--- src/rtl/contador_regressivo_3bits.sv ---
// -----------------------------------------------------------------------------
// contador_regressivo_3bits
//
// Loadable 3-bit countdown timer with start/pause control and an active-low
// 7-segment digit. The counter runs on the board clock and decrements only on
// single-cycle tick enables coming from the frequency divider.
//
// Ports
//   clock        in   system clock, all state changes on the rising edge
//   reset        in   asynchronous, active-high reset
//   tick         in   count enable pulse from the divider
//   start        in   start/pause request, acted on at its rising edge
//   load         in   synchronous load request, sampled on every edge
//   load_value   in   [2:0] value captured while load is high
//   q            out  [2:0] current count
//   running      out  high while the FSM is in RUN
//   done         out  high while the FSM is in DONE
//   HEX0         out  [0:6] active-low segments, HEX0[0]=a ... HEX0[6]=g
//   state_dbg_o  out  [1:0] raw FSM state (IDLE=0, RUN=1, PAUSE=2, DONE=3)
//
// Edge priority: load > start rising edge > tick.
// -----------------------------------------------------------------------------
module contador_regressivo_3bits (
    input  logic       clock,
    input  logic       reset,
    input  logic       tick,
    input  logic       start,
    input  logic       load,
    input  logic [2:0] load_value,
    output logic [2:0] q,
    output logic       running,
    output logic       done,
    output logic [0:6] HEX0,
    output logic [1:0] state_dbg_o
);

    typedef enum logic [1:0] {
        IDLE  = 2'd0,
        RUN   = 2'd1,
        PAUSE = 2'd2,
        DONE  = 2'd3
    } state_t;

    state_t     state_q, state_d;
    logic [2:0] count_q, count_d;
    logic [2:0] start_val_q, start_val_d;
    logic       start_prev_q;

    // One event per press: holding start high does not retrigger.
    logic sedge;
    assign sedge = start & ~start_prev_q;

    // -------------------------------------------------------------------------
    // State registers
    // -------------------------------------------------------------------------
    always_ff @(posedge clock or posedge reset) begin
        if (reset) begin
            state_q      <= IDLE;
            count_q      <= 3'd0;
            start_val_q  <= 3'd0;
            start_prev_q <= 1'b0;
        end else begin
            state_q      <= state_d;
            count_q      <= count_d;
            start_val_q  <= start_val_d;
            start_prev_q <= start;
        end
    end

    // -------------------------------------------------------------------------
    // Next-state logic
    // -------------------------------------------------------------------------
    always_comb begin
        state_d     = state_q;
        count_d     = count_q;
        start_val_d = start_val_q;

        if (load) begin
            // Load overrides everything, including a coincident start edge.
            count_d     = load_value;
            start_val_d = load_value;
            state_d     = IDLE;
        end else begin
            case (state_q)
                IDLE: begin
                    if (sedge) begin
                        state_d = (count_q != 3'd0) ? RUN : DONE;
                    end
                end

                RUN: begin
                    if (sedge) begin
                        // Pause takes the edge; a coincident tick is dropped.
                        state_d = PAUSE;
                    end else if (tick && (count_q != 3'd0)) begin
                        count_d = count_q - 3'd1;
                        // Terminal count: reach zero and flag DONE together.
                        if (count_q == 3'd1) begin
                            state_d = DONE;
                        end
                    end
                end

                PAUSE: begin
                    if (sedge) begin
                        state_d = RUN;
                    end
                end

                DONE: begin
                    if (sedge) begin
                        // Restart from the last loaded value.
                        count_d = start_val_q;
                        state_d = (start_val_q != 3'd0) ? RUN : DONE;
                    end
                end

                default: begin
                    state_d = IDLE;
                end
            endcase
        end
    end

    // -------------------------------------------------------------------------
    // Outputs
    // -------------------------------------------------------------------------
    assign q           = count_q;
    assign running     = (state_q == RUN);
    assign done        = (state_q == DONE);
    assign state_dbg_o = state_q;

    // Active-low segment decode; literal MSB lands on HEX0[0] (segment a).
    always_comb begin
        HEX0 = 7'b1111111;
        case (count_q)
            3'd0:    HEX0 = 7'b0000001;
            3'd1:    HEX0 = 7'b1001111;
            3'd2:    HEX0 = 7'b0010010;
            3'd3:    HEX0 = 7'b0000110;
            3'd4:    HEX0 = 7'b1001100;
            3'd5:    HEX0 = 7'b0100100;
            3'd6:    HEX0 = 7'b0100000;
            3'd7:    HEX0 = 7'b0001111;
            default: HEX0 = 7'b1111111;
        endcase
    end

endmodule

--- config.mk ---
export PLATFORM = sky130hd
export DESIGN_NAME = contador_regressivo_3bits
export DESIGN_NICKNAME = d
export VERILOG_FILES = /design/src/rtl/contador_regressivo_3bits.sv
export SDC_FILE = /design/constraint.sdc
export NUM_CORES = 1
export LEC_CHECK = 0
export CORE_MARGIN = 2
export CORE_UTILIZATION = 45
export DETAILED_ROUTE_END_ITERATION = 6
export DONT_BUFFER_PORTS = 1
export PLACE_DENSITY = 0.6
export SLEW_MARGIN = 15
export SYNTH_ARGS = -nofsm -noshare
export SYNTH_HDL_FRONTEND = slang
export SYNTH_SLANG_ARGS = --single-unit
--- constraint.sdc ---
create_clock -name clock -period 1.8 [get_ports clock]
set_input_delay 0.36 -clock clock [delete_from_list [all_inputs] [get_ports clock]]
set_output_delay 0.36 -clock clock [all_outputs]
set_load 0.01 [all_outputs]
## Yosys cells after proc, flatten, opt, wreduce, memory -nomap -nowiden

Memory sizes are Yosys's and may differ from the RTL's.
Cells that the tools add are included.

- Memories kept: 1
- RAM bits: 0
- Latch bits: 0
- Input bits: 8
- Register bits: 9
- Output and inout port bits: 14
- Bits in read-only memories: 56
- Word-level logic and storage cells: 41

Memory list:

| memory | depth | width | rd ports | clocked after memory_dff | write ports | line | text |
|---|---|---|---|---|---|---|---|
| (no name shown) | 8 | 7 | 1 | 0 | 0 | 136 | `case (count_q)` |

- Div/mod/pow operators: 0
- Magnitude comparators: 0
- Bitwise logic cells: 2
- Muxes and demuxes: 15
- Equal/unequal tests: 11
- Shifts and indexed selects: 0
- Multiply operators: 0
- Add/sub/neg operators: 1
- Reductions and logical operators: 7

Operators with widths:

| kind | number |
|---|---|
| $mux 2 | 9 |
| $mux 3 | 4 |
| $ne 3x3->1 const B | 3 |
| $reduce_bool 3->1 | 3 |
| $ne 4x2->1 const B | 2 |
| $pmux 2 s4 | 1 |
| $ne 3x2->1 const B | 2 |
| $pmux 3 s2 | 1 |
| $reduce_and 5->1 | 1 |
| $eq 2x2->1 const B | 2 |
| $reduce_and 4->1 | 1 |
| $eq 3x1->1 const B | 1 |
| $sub 3x1->3 const B | 1 |
| $eq 2x1->1 const B | 1 |
| $logic_not 2->1 | 1 |
| $and 1x1->1 | 1 |
| $logic_and 1x1->1 | 1 |
| $not 1->1 | 1 |

## Longest topological paths before layout

Gate-level depths: netlist of the first run.

- Word-level depth: 6
- Gate-level depth with buffers: 6
- Depth with buffers taken out: 6

## Worst setup path before layout of the first run

OpenSTA, ideal clock, no wires.

- Path type: flip-flop to flip-flop
- Start: register count_q[0] (netlist: q[0])
- End: register count_q[0] (netlist: q[0])
- Setup slack: 0.188 ns
- Buffers on the path: 0
- Stages on the path, launching flop included: 7
- Data required time: 1.670 ns
- Setup time: 0.130 ns
- Clock period less this slack: 1.612 ns
- Arrival: 1.481 ns
- Cell sequence: dfrtp_1 inv_1 ha_1 nor2b_1 o41ai_4 mux2i_1 o21ai_1

- Longest elaborated chain between the ends: 5
- Elaborated cells on any way between the ends: 9
- Classes of those cells: add/sub (1); eq/ne (1); mux (4); reduce/logical (3)

Ends and longest elaborated chain:

| item | line | text |
|---|---|---|
| start, declared | 45 | `logic [2:0] count_q, count_d;` |
| start signal, assigned | 64 | `count_q <= count_d;` |
| $sub 3x1->3 | 96 | `count_d = count_q - 3'd1;` |
| $mux 3 | 95 | `end else if (tick && (count_q != 3'd0)) begin` |
| $mux 3 | 92 | `if (sedge) begin` |
| $pmux 3 s2 | 84 | `case (state_q)` |
| $mux 3 | 78 | `if (load) begin` |

Several ways; a longest one is shown, not always the timed one. The select of a mux whose other input is x is not followed.
A chain may end at the register's enable or synchronous reset.

## Worst setup path after layout of the first run

- Start: register count_q[0] (netlist: q[0])
- End: output HEX0[3] in the netlist's numbering

- Longest elaborated chain between the ends: 1

Ends and longest elaborated chain:

| item | line | text |
|---|---|---|
| $mem_v2 8x7 | -- |  |
| end, declared | 33 | `output logic [0:6] HEX0,` |

Every way passes these cells.

==> summary.txt, run 1 <==
Setup path
  • Top Family by Delay on Critical Path: flip-flops
  • CP Cell Sequence: buf_4 -> ha_1 -> nand2b_1 -> o21ai_1
  • Worst EP required: 1.44 ns
  • CP Class: reg2out
  • Crit. End Element: primary output
  • CP Launch Type: flop
  • Worst Path Max Fanout: 6
  • CP Data Arrival Time: 1.26 ns
  • CP max-delay cell: dfrtp_1
  • Crit path buffers/inverters: 1
  • CP peak stage delay: 0.37 ns

Final layout
  • Synth-to-layout area growth: 11.5%
  • Fin nets: 91
  • Fraction of layout cells with a size suffix above 1: 0.156
  • Core Util, Final: 0.540
  • Antenna cells: 0
  • Most frequent cells in the layout: nand2_1 (8), dfrtp_1 (8), inv_1 (7)

Routing
  • DRC: 0
  • Routed length per instance: 14.4 microns
  • Total detailed-routing wirelength: 1.33 mm
  • Via density: 5.66
  • DR vias: 521
  • Antenna-violating nets left: 0
  • DR pass1 iterations: 4
  • Iter 0 DRT Violations: 8

Synthesis
  • Mean Syn Cell Area: 8.88 sq um
  • Yosys warnings: 0
  • Post-Synthesis Net Count: 84
  • Distinct cells, synth: 26
  • Post-Synthesis Cells: 71
  • Post-synthesis cell area: 631 sq um
  • #FFs+latches synth: 9
  • Sequential share of the synthesized area: 0.357

Global route
  • Largest net degree at the start of global routing: 14
  • Wire length of the first global-routing pass: 2.17 mm
  • Overflow after GRT: 0
  • Vias in the first global route: 466
  • All-layer global routing usage: 0.165
  • Initial antenna violation count: 0

Clock tree
  • Clock tree root driver cell: clkbuf_4
  • Reg clk slew, reported paths: 0.07 ns
  • TritonCTS clock tree: done
  • H-tree depth: 1
  • Clock Tree Buf Depth: 2
  • Total CTS buffers: 3
  • Clock sink count: 9
  • Clk_lat worst skew: 0.27 ns

Timing
  • Final hold viol count: 0
  • Final setup TNS: 0 ns
  • Fin crit share: 0.899
  • Fmax: 618 MHz
  • Final setup vio count: 0
  • RSZ-0062 raised after global routing: no
  • Worst clock skew: 0.00906 ns
  • Final Critical Period: 1.62 ns
  • Rel. slew slack: 0.734
  • Worst slew pin tran: 0.393 ns
  • Fin. max-slew vios: 0

Run status
  • Status: complete, no violations

Power
  • Sw Ratio: 0.343
  • Switching pwr: 190 uW
  • Gate power share: 0.269
  • Reg power frac: 0.435
  • Worst VDD drop: 0.000380 V
  • Clock power frac: 0.296
  • Leak: 0.314 nW
  • Power Internal: 363 uW
  • Pwr Density: 786 mW/mm^2

Placed design
  • GP Congestion: 0.783
  • Port Buf Inserts: 0
  • Placed wire-length estimate: 1.01 mm

Die
  • Initial core utilization: 0.485
  • Core ar.: 0.00130 sq mm
  • Die H: 41.4 microns
  • Die area: 0.00172 sq mm
  • Die W: 41.4 microns
  • I/O Pins: 22
  • # rows: 13

Worst hold path
  • Hold Crit Class: in2reg

Job
  • Reported max-cap violation count: 0
-- cell families after synthesis --
logic type,synth area share
buffers and inverters,0.0694
flip-flops,0.357
XOR/XNOR,0.0139
multiplexers,0.0317
AND/OR/NAND/NOR,0.222
adder cells (fa/ha/maj),0.0992
AO/OA/AOI/OAI,0.206
-- power groups by stage --
| stage | combinational (mW) | sequential (mW) | clock (mW) |
|---|---|---|---|
| floorplan | 0.115 | 0.242 | 0 |
| global placement | 0.145 | 0.243 | 0 |
| detailed placement | 0.147 | 0.244 | 0 |
| CTS | 0.149 | 0.240 | 0.167 |
| global route | 0.167 | 0.244 | 0.172 |
| finish | 0.149 | 0.240 | 0.163 |
-- final cells by class --
type,instances,area [sq um]
repair buffers,5,40.0
multi-input cells,51,362
inverters,8,30.0
well taps,15,18.8
clock buffers,4,26.3
fillers,135,598
flip-flops and latches,9,226
-- routing by layer --
layer	wire [microns]	up-vias	track usage
li1	-	255	-
met1	623	252	0.222
met2	620	14	0.244
met3	83	0	0.0826
met4	0	0	0.0194
met5	0	-	0
-- what timing repair did --
| item | 4_1_cts | 5_1_grt |
|---|---|---|
| gates resized for setup | 0 | 2 |
| endpoints found under the setup margin | 0 | 1 |
| hold buffers | 1 | 0 |
| setup buffers | 0 | 0 |
| hold endpoints to repair | 9 | 0 |
-- synthesized netlist by cell type --
master,instances,share of area
dfrtp_1,9,0.36
nand2_1,8,0.048
inv_1,7,0.042
o21ai_0,6,0.048
a21oi_1,5,0.040
ha_1,5,0.099
nand2b_1,3,0.030
nor2_1,3,0.018
nor2b_1,3,0.030
and2_1,2,0.020
buf_2,2,0.016
mux2i_1,2,0.032
nand3b_1,2,0.024
o311ai_0,2,0.028
a211oi_1,1,0.012
clkbuf_1,1,0.0059
inv_2,1,0.0059
nand4b_1,1,0.014
nor2b_2,1,0.014
nor4bb_1,1,0.016
o21ai_1,1,0.0079
o221ai_1,1,0.014
o41ai_1,1,0.014
o41ai_4,1,0.044
or2_2,1,0.0099
xnor2_1,1,0.014
-- final timing paths --
check / slack, ns / endpoint / cells after the start / from
min in group asynchronous: 0.50 / start_val_q[2]$_DFFE_PP0P_ / 2 / reset
worst min-delay path: 0.11 / start_prev_q$_DFF_PP0_ / 0 / start
worst min register to register: 0.56 / start_val_q[2]$_DFFE_PP0P_ / 2 / start_val_q[2]$_DFFE_PP0P_
worst max-delay path: 0.18 / HEX0[3] / 4 / q[0]$_DFFE_PP0P_
max in group asynchronous: 1.02 / q[2]$_DFFE_PP0P_ / 2 / reset
worst max register to register: 0.23 / q[0]$_DFFE_PP0P_ / 6 / q[0]$_DFFE_PP0P_
-- registers in the layout (all words and copies together) (netlist names) --
| register | count |
|---|---|
| start_prev_q | 1 |
| state_dbg_o | 2 |
| q | 3 |
| start_val_q | 3 |
-- through the flow --
stage	setup WS, ns	cell area, sq um	std cells	power [mW]	hold WS [ns]
floorplan	0.188	631	71	0.357	0.188
global placement	0.271	666	87	0.388	0.239
detailed placement	0.247	666	87	0.390	0.244
CTS	0.0904	702	92	0.556	0.112
global route	0.0904	703	92	0.583	0.106
finish	0.182	703	92	0.552	0.114
No activity file was read; power rests on OpenSTA's default activity.
==> run 2, diff against run 1 <==
Settings changed: CORE_MARGIN 2 to default.
==> summary.txt, run 2 (synthesis results as in run 1) <==
Die
  • Die H: 39.4 microns
  • # rows: 13
  • Die area: 0.00156 sq mm
  • Initial core utilization: 0.485
  • Core ar.: 0.00130 sq mm
  • I/O Pins: 22
  • Die W: 39.4 microns

Setup path
  • R2R cell count: 6
  • CP Cell Sequence: inv_1 -> nor2_1 -> a21oi_1
  • CP Class: reg2out
  • Worst Path Max Fanout: 10
  • Top Family by Delay on Critical Path: flip-flops
  • Crit path buffers/inverters: 1
  • FF-to-FF Start: q[1]$_DFFE_PP0P_
  • CP peak stage delay: 0.51 ns
  • R2r endpoint: q[0]$_DFFE_PP0P_
  • Setup slack, reg-to-reg: 0.17 ns
  • CP max-delay cell: dfrtp_1
  • CP Data Arrival Time: 1.29 ns
  • CP Launch Type: flop
  • Worst EP required: 1.44 ns
  • Crit. End Element: primary output
  • Critical Path Source: q[2]$_DFFE_PP0P_

Final layout
  • Area of the multi-input gates: 362 sq um
  • Final instance area: 702 sq um
  • Core Util, Final: 0.539
  • Synth-to-layout area growth: 11.3%
  • Non-Filler Instances: 92
  • Fin nets: 91
  • Fill cells: 134
  • Fraction of layout cells with a size suffix above 1: 0.143
  • Antenna cells: 0
  • Most frequent cells in the layout: dfrtp_1 (9), nand2_1 (8), inv_1 (7)
  • Commonest non-fill, non-tap cell in the layout: dfrtp_1
  • Reg area: 225 sq um

Routing
  • DRC: 0
  • Routed length per instance: 15.3 microns
  • DR vias: 518
  • Total detailed-routing wirelength: 1.41 mm
  • DR pass1 iterations: 4
  • Via density: 5.63
  • Antenna-violating nets left: 0
  • Iter 0 DRT Violations: 3

Placed design
  • Placed wire-length estimate: 1.05 mm
  • GP Congestion: 0.758
  • Port Buf Inserts: 0
  • Placed Area: 666 sq um
  • Cells after DPL: 87

Power
  • Worst VDD drop: 0.000530 V
  • Leak: 0.316 nW
  • Pwr Density: 782 mW/mm^2

Clock tree
  • Clock Tree Buf Depth: 2
  • Clk_lat worst skew: 0.27 ns
  • TritonCTS clock tree: done
  • Post-CTS setup buffers: 0
  • Reg clk slew, reported paths: 0.06 ns
  • Clock sink count: 9
  • Clock tree root driver cell: clkbuf_4
  • Total CTS buffers: 3
  • H-tree depth: 1

Timing
  • Fin. max-slew vios: 0
  • Fmax: 606 MHz
  • Final Critical Period: 1.65 ns
  • Final setup TNS: 0 ns
  • Final hold slack: 0.115 ns
  • Fin crit share: 0.917
  • Worst clock skew: 0.0107 ns
  • Worst slew pin tran: 0.367 ns
  • Final hold viol count: 0
  • Final setup vio count: 0
  • RSZ-0062 raised after global routing: no
  • Rel. slew slack: 0.754

Worst hold path
  • WHS Path Cells: 0
  • Hold Crit Class: in2reg
  • Hold_sp: start
  • WHS Endpoint: start_prev_q$_DFF_PP0_

Job
  • Reported max-cap violation count: 0

Global route
  • Largest net degree at the start of global routing: 14
  • Vias in the first global route: 472
  • Overflow after GRT: 0
  • Initial antenna violation count: 0
  • All-layer global routing usage: 0.211
  • Wire length of the first global-routing pass: 2.08 mm

Run status
  • Status: complete, no violations
[run 2: worst max path at each step]
stage                                   to  slack (ns)  cells after the start
after global routing               HEX0[6]        0.03                      3
after global placement    q[0]$_DFFE_PP0P_        0.29                      6
final                              HEX0[5]        0.15                      3
after floorplan           q[0]$_DFFE_PP0P_        0.19                      6
after CTS                          HEX0[3]        0.06                      3
after detailed placement  q[0]$_DFFE_PP0P_        0.20                      6
[run 2: metal layers]
layer / vias up / global-route usage / wire length [microns]
li1: 258 / - / -
met1: 244 / 0.254 / 659
met2: 12 / 0.316 / 657
met3: 4 / 0.0909 / 66
met4: 0 / 0.103 / 23
met5: - / 0 / 0
[run 2: through the flow]
stage | power, mW | setup WS [ns]
global placement | 0.388 | 0.288
CTS | 0.554 | 0.0589
global route | 0.586 | 0.0335
floorplan | 0.357 | 0.188
detailed placement | 0.391 | 0.200
finish | 0.549 | 0.150
[run 2: power by group]
part | internal [mW] | total [mW] | leakage [nW] | switching, mW
clock network | 0.0855 | 0.158 | 0.0150 | 0.0729
logic | 0.0573 | 0.150 | 0.189 | 0.0931
registers | 0.219 | 0.240 | 0.111 | 0.0205
[run 2: timing repair]
action / 4_1_cts / 5_1_grt
gates resized for setup: 0 / 1
hold buffers: 1 / 0
hold endpoints to repair: 9 / 0
endpoints found under the setup margin: 0 / 1
[run 2: cell type report]
class | instances | share of cell area
Timing Repair Buffer | 5 | 0.0570
Multi-Input combinational cell | 51 | 0.515
Tap cell | 15 | 0.0267
Inverter | 8 | 0.0428
Clock buffer | 4 | 0.0374
Sequential cell | 9 | 0.321
[run 2: worst register-to-register path, cell delays in order, from the launching register on]
cell and delay, ns:
dfrtp_1 0.34, inv_1 0.09, ha_1 0.22, nor2b_1 0.17, o41ai_4 0.33, mux2i_1 0.28
o21ai_1 0.08
==> run 3, diff against run 2 <==
Settings changed: CELL_PAD_IN_SITES_DETAIL_PLACEMENT from default to 1, CELL_PAD_IN_SITES_GLOBAL_PLACEMENT from default to 2, CORE_ASPECT_RATIO from default to 0.8, CORE_UTILIZATION 45 to 33, PLACE_DENSITY 0.6 to 0.73.
==> summary.txt, run 3 (synthesis results as in run 1) <==
Run status
  • Status: complete, no violations

Routing
  • Top layer in use: met4
  • Antenna-violating nets left: 0
  • Via density: 5.32
  • WL met1: 700 microns
  • DR pass1 iterations: 3
  • DRC: 0
  • Routed length per instance: 14.9 microns
  • DR vias: 527
  • Iter 0 DRT Violations: 1
  • Metal3 WL: 77 microns
  • Total detailed-routing wirelength: 1.47 mm
  • Met2 wire len: 666 microns

Global route
  • All-layer global routing usage: 0.172
  • Largest net degree at the start of global routing: 14
  • Wire length of the first global-routing pass: 2.45 mm
  • Initial antenna violation count: 0
  • Overflow after GRT: 0
  • Vias in the first global route: 538

Final layout
  • Antenna cells: 0
  • Fraction of layout cells with a size suffix above 1: 0.143
  • Core Util, Final: 0.416
  • Most frequent cells in the layout: dfrtp_1 (9), nand2_1 (8), inv_1 (7)
  • Synth-to-layout area growth: 12.7%
  • Commonest non-fill, non-tap cell in the layout: dfrtp_1
  • Fin nets: 91

Clock tree
  • Clk_lat worst skew: 0.27 ns
  • Reg clk slew, reported paths: 0.06 ns
  • TritonCTS clock tree: done
  • Clock sink count: 9
  • Clock Tree Buf Depth: 2
  • Post-CTS setup buffers: 0
  • H-tree depth: 1
  • Total CTS buffers: 3
  • Clock tree root driver cell: clkbuf_4

Timing
  • Fin. max-slew vios: 0
  • Final setup vio count: 0
  • Final setup TNS: 0 ns
  • Final hold slack: 0.117 ns
  • Rel. slew slack: 0.755
  • Final hold viol count: 0
  • Fin crit share: 0.921
  • RSZ-0062 raised after global routing: no
  • Worst clock skew: 0.00352 ns
  • Final Critical Period: 1.66 ns
  • Worst slew pin tran: 0.366 ns
  • Fmax: 603 MHz

Setup path
  • Worst Path Max Fanout: 10
  • CP Class: reg2out
  • Crit. End Element: primary output
  • CP peak stage delay: 0.51 ns
  • CP Launch Type: flop
  • CP Data Arrival Time: 1.30 ns
  • CP Cell Sequence: inv_1 -> nor2_1 -> a21oi_1
  • Worst EP required: 1.44 ns
  • CP max-delay cell: dfrtp_1

Placed design
  • Port Buf Inserts: 0
  • GP Congestion: 0.809
  • Placed wire-length estimate: 1.13 mm

Die
  • # rows: 13
  • Initial core utilization: 0.369
  • I/O Pins: 22
  • Die area: 0.00209 sq mm
  • Core ar.: 0.00171 sq mm
  • Die H: 41.1 microns
  • Die W: 50.9 microns

Power
  • Pwr Density: 775 mW/mm^2
  • Worst VDD drop: 0.000424 V
  • Leak: 0.316 nW

Worst hold path
  • Hold Crit Class: in2reg

Job
  • Reported max-cap violation count: 0
==> run 3: cell counts in the layout (fill, tap and decap cells not counted) <==
No cell type changed its count.
==> run 3: cell type report <==
cell class / instances / area [sq um]
Sequential cell: 9 / 225
Fill cell: 212 / 997
Inverter: 8 / 30.0
Clock buffer: 4 / 26.3
Timing Repair Buffer: 5 / 40.0
Tap cell: 22 / 27.5
Multi-Input combinational cell: 51 / 362
==> run 3: final timing paths <==
| path | start | endpoint | slack (ns) | cells after the start |
|---|---|---|---|---|
| worst max register to register | q[1]$_DFFE_PP0P_ | q[0]$_DFFE_PP0P_ | 0.19 | 6 |
| max in group asynchronous | reset | start_val_q[2]$_DFFE_PP0P_ | 1.04 | 2 |
| worst max-delay path | q[2]$_DFFE_PP0P_ | HEX0[5] | 0.14 | 3 |
| worst min register to register | start_val_q[2]$_DFFE_PP0P_ | start_val_q[2]$_DFFE_PP0P_ | 0.55 | 2 |
| min in group asynchronous | reset | start_prev_q$_DFF_PP0_ | 0.50 | 2 |
| worst min-delay path | start | start_prev_q$_DFF_PP0_ | 0.12 | 0 |
==> run 3: critical path, delay by kind of cell, from the launching register on <==
family / cells / cell delay, ns
DFF: 1 / 0.51
AOI/OAI and AO/OA: 1 / 0.23
buffers and inverters: 1 / 0.21
and+or+nand+nor: 1 / 0.08
==> run 3: where the power goes <==
group	switching, mW	internal, mW
Clock	0.0737	0.0856
Combinational	0.0945	0.0575
Sequential	0.0202	0.219
Total	0.188	0.363
==> run 3: repair_timing <==
action,4_1_cts,5_1_grt
hold endpoints to repair,9,0
gates resized for setup,0,1
hold buffers,1,0
setup endpoints to repair,0,1
==> run 3: layer usage <==
metal  vias up  GRT usage
met5         -          0
met4         0     0.0625
met3         4     0.0593
met2        16      0.283
met1       252      0.213
li1        255          -
==> run 3: stage by stage <==
step	cells	setup slack [ns]	power, mW	area, sq um
6_report	99	0.142	0.551	711
3_5_place_dp	94	0.192	0.394	674
5_1_grt	99	0.000196	0.597	711
3_3_place_gp	94	0.255	0.391	674
2_1_floorplan	71	0.188	0.357	631
4_1_cts	99	0.0472	0.559	711
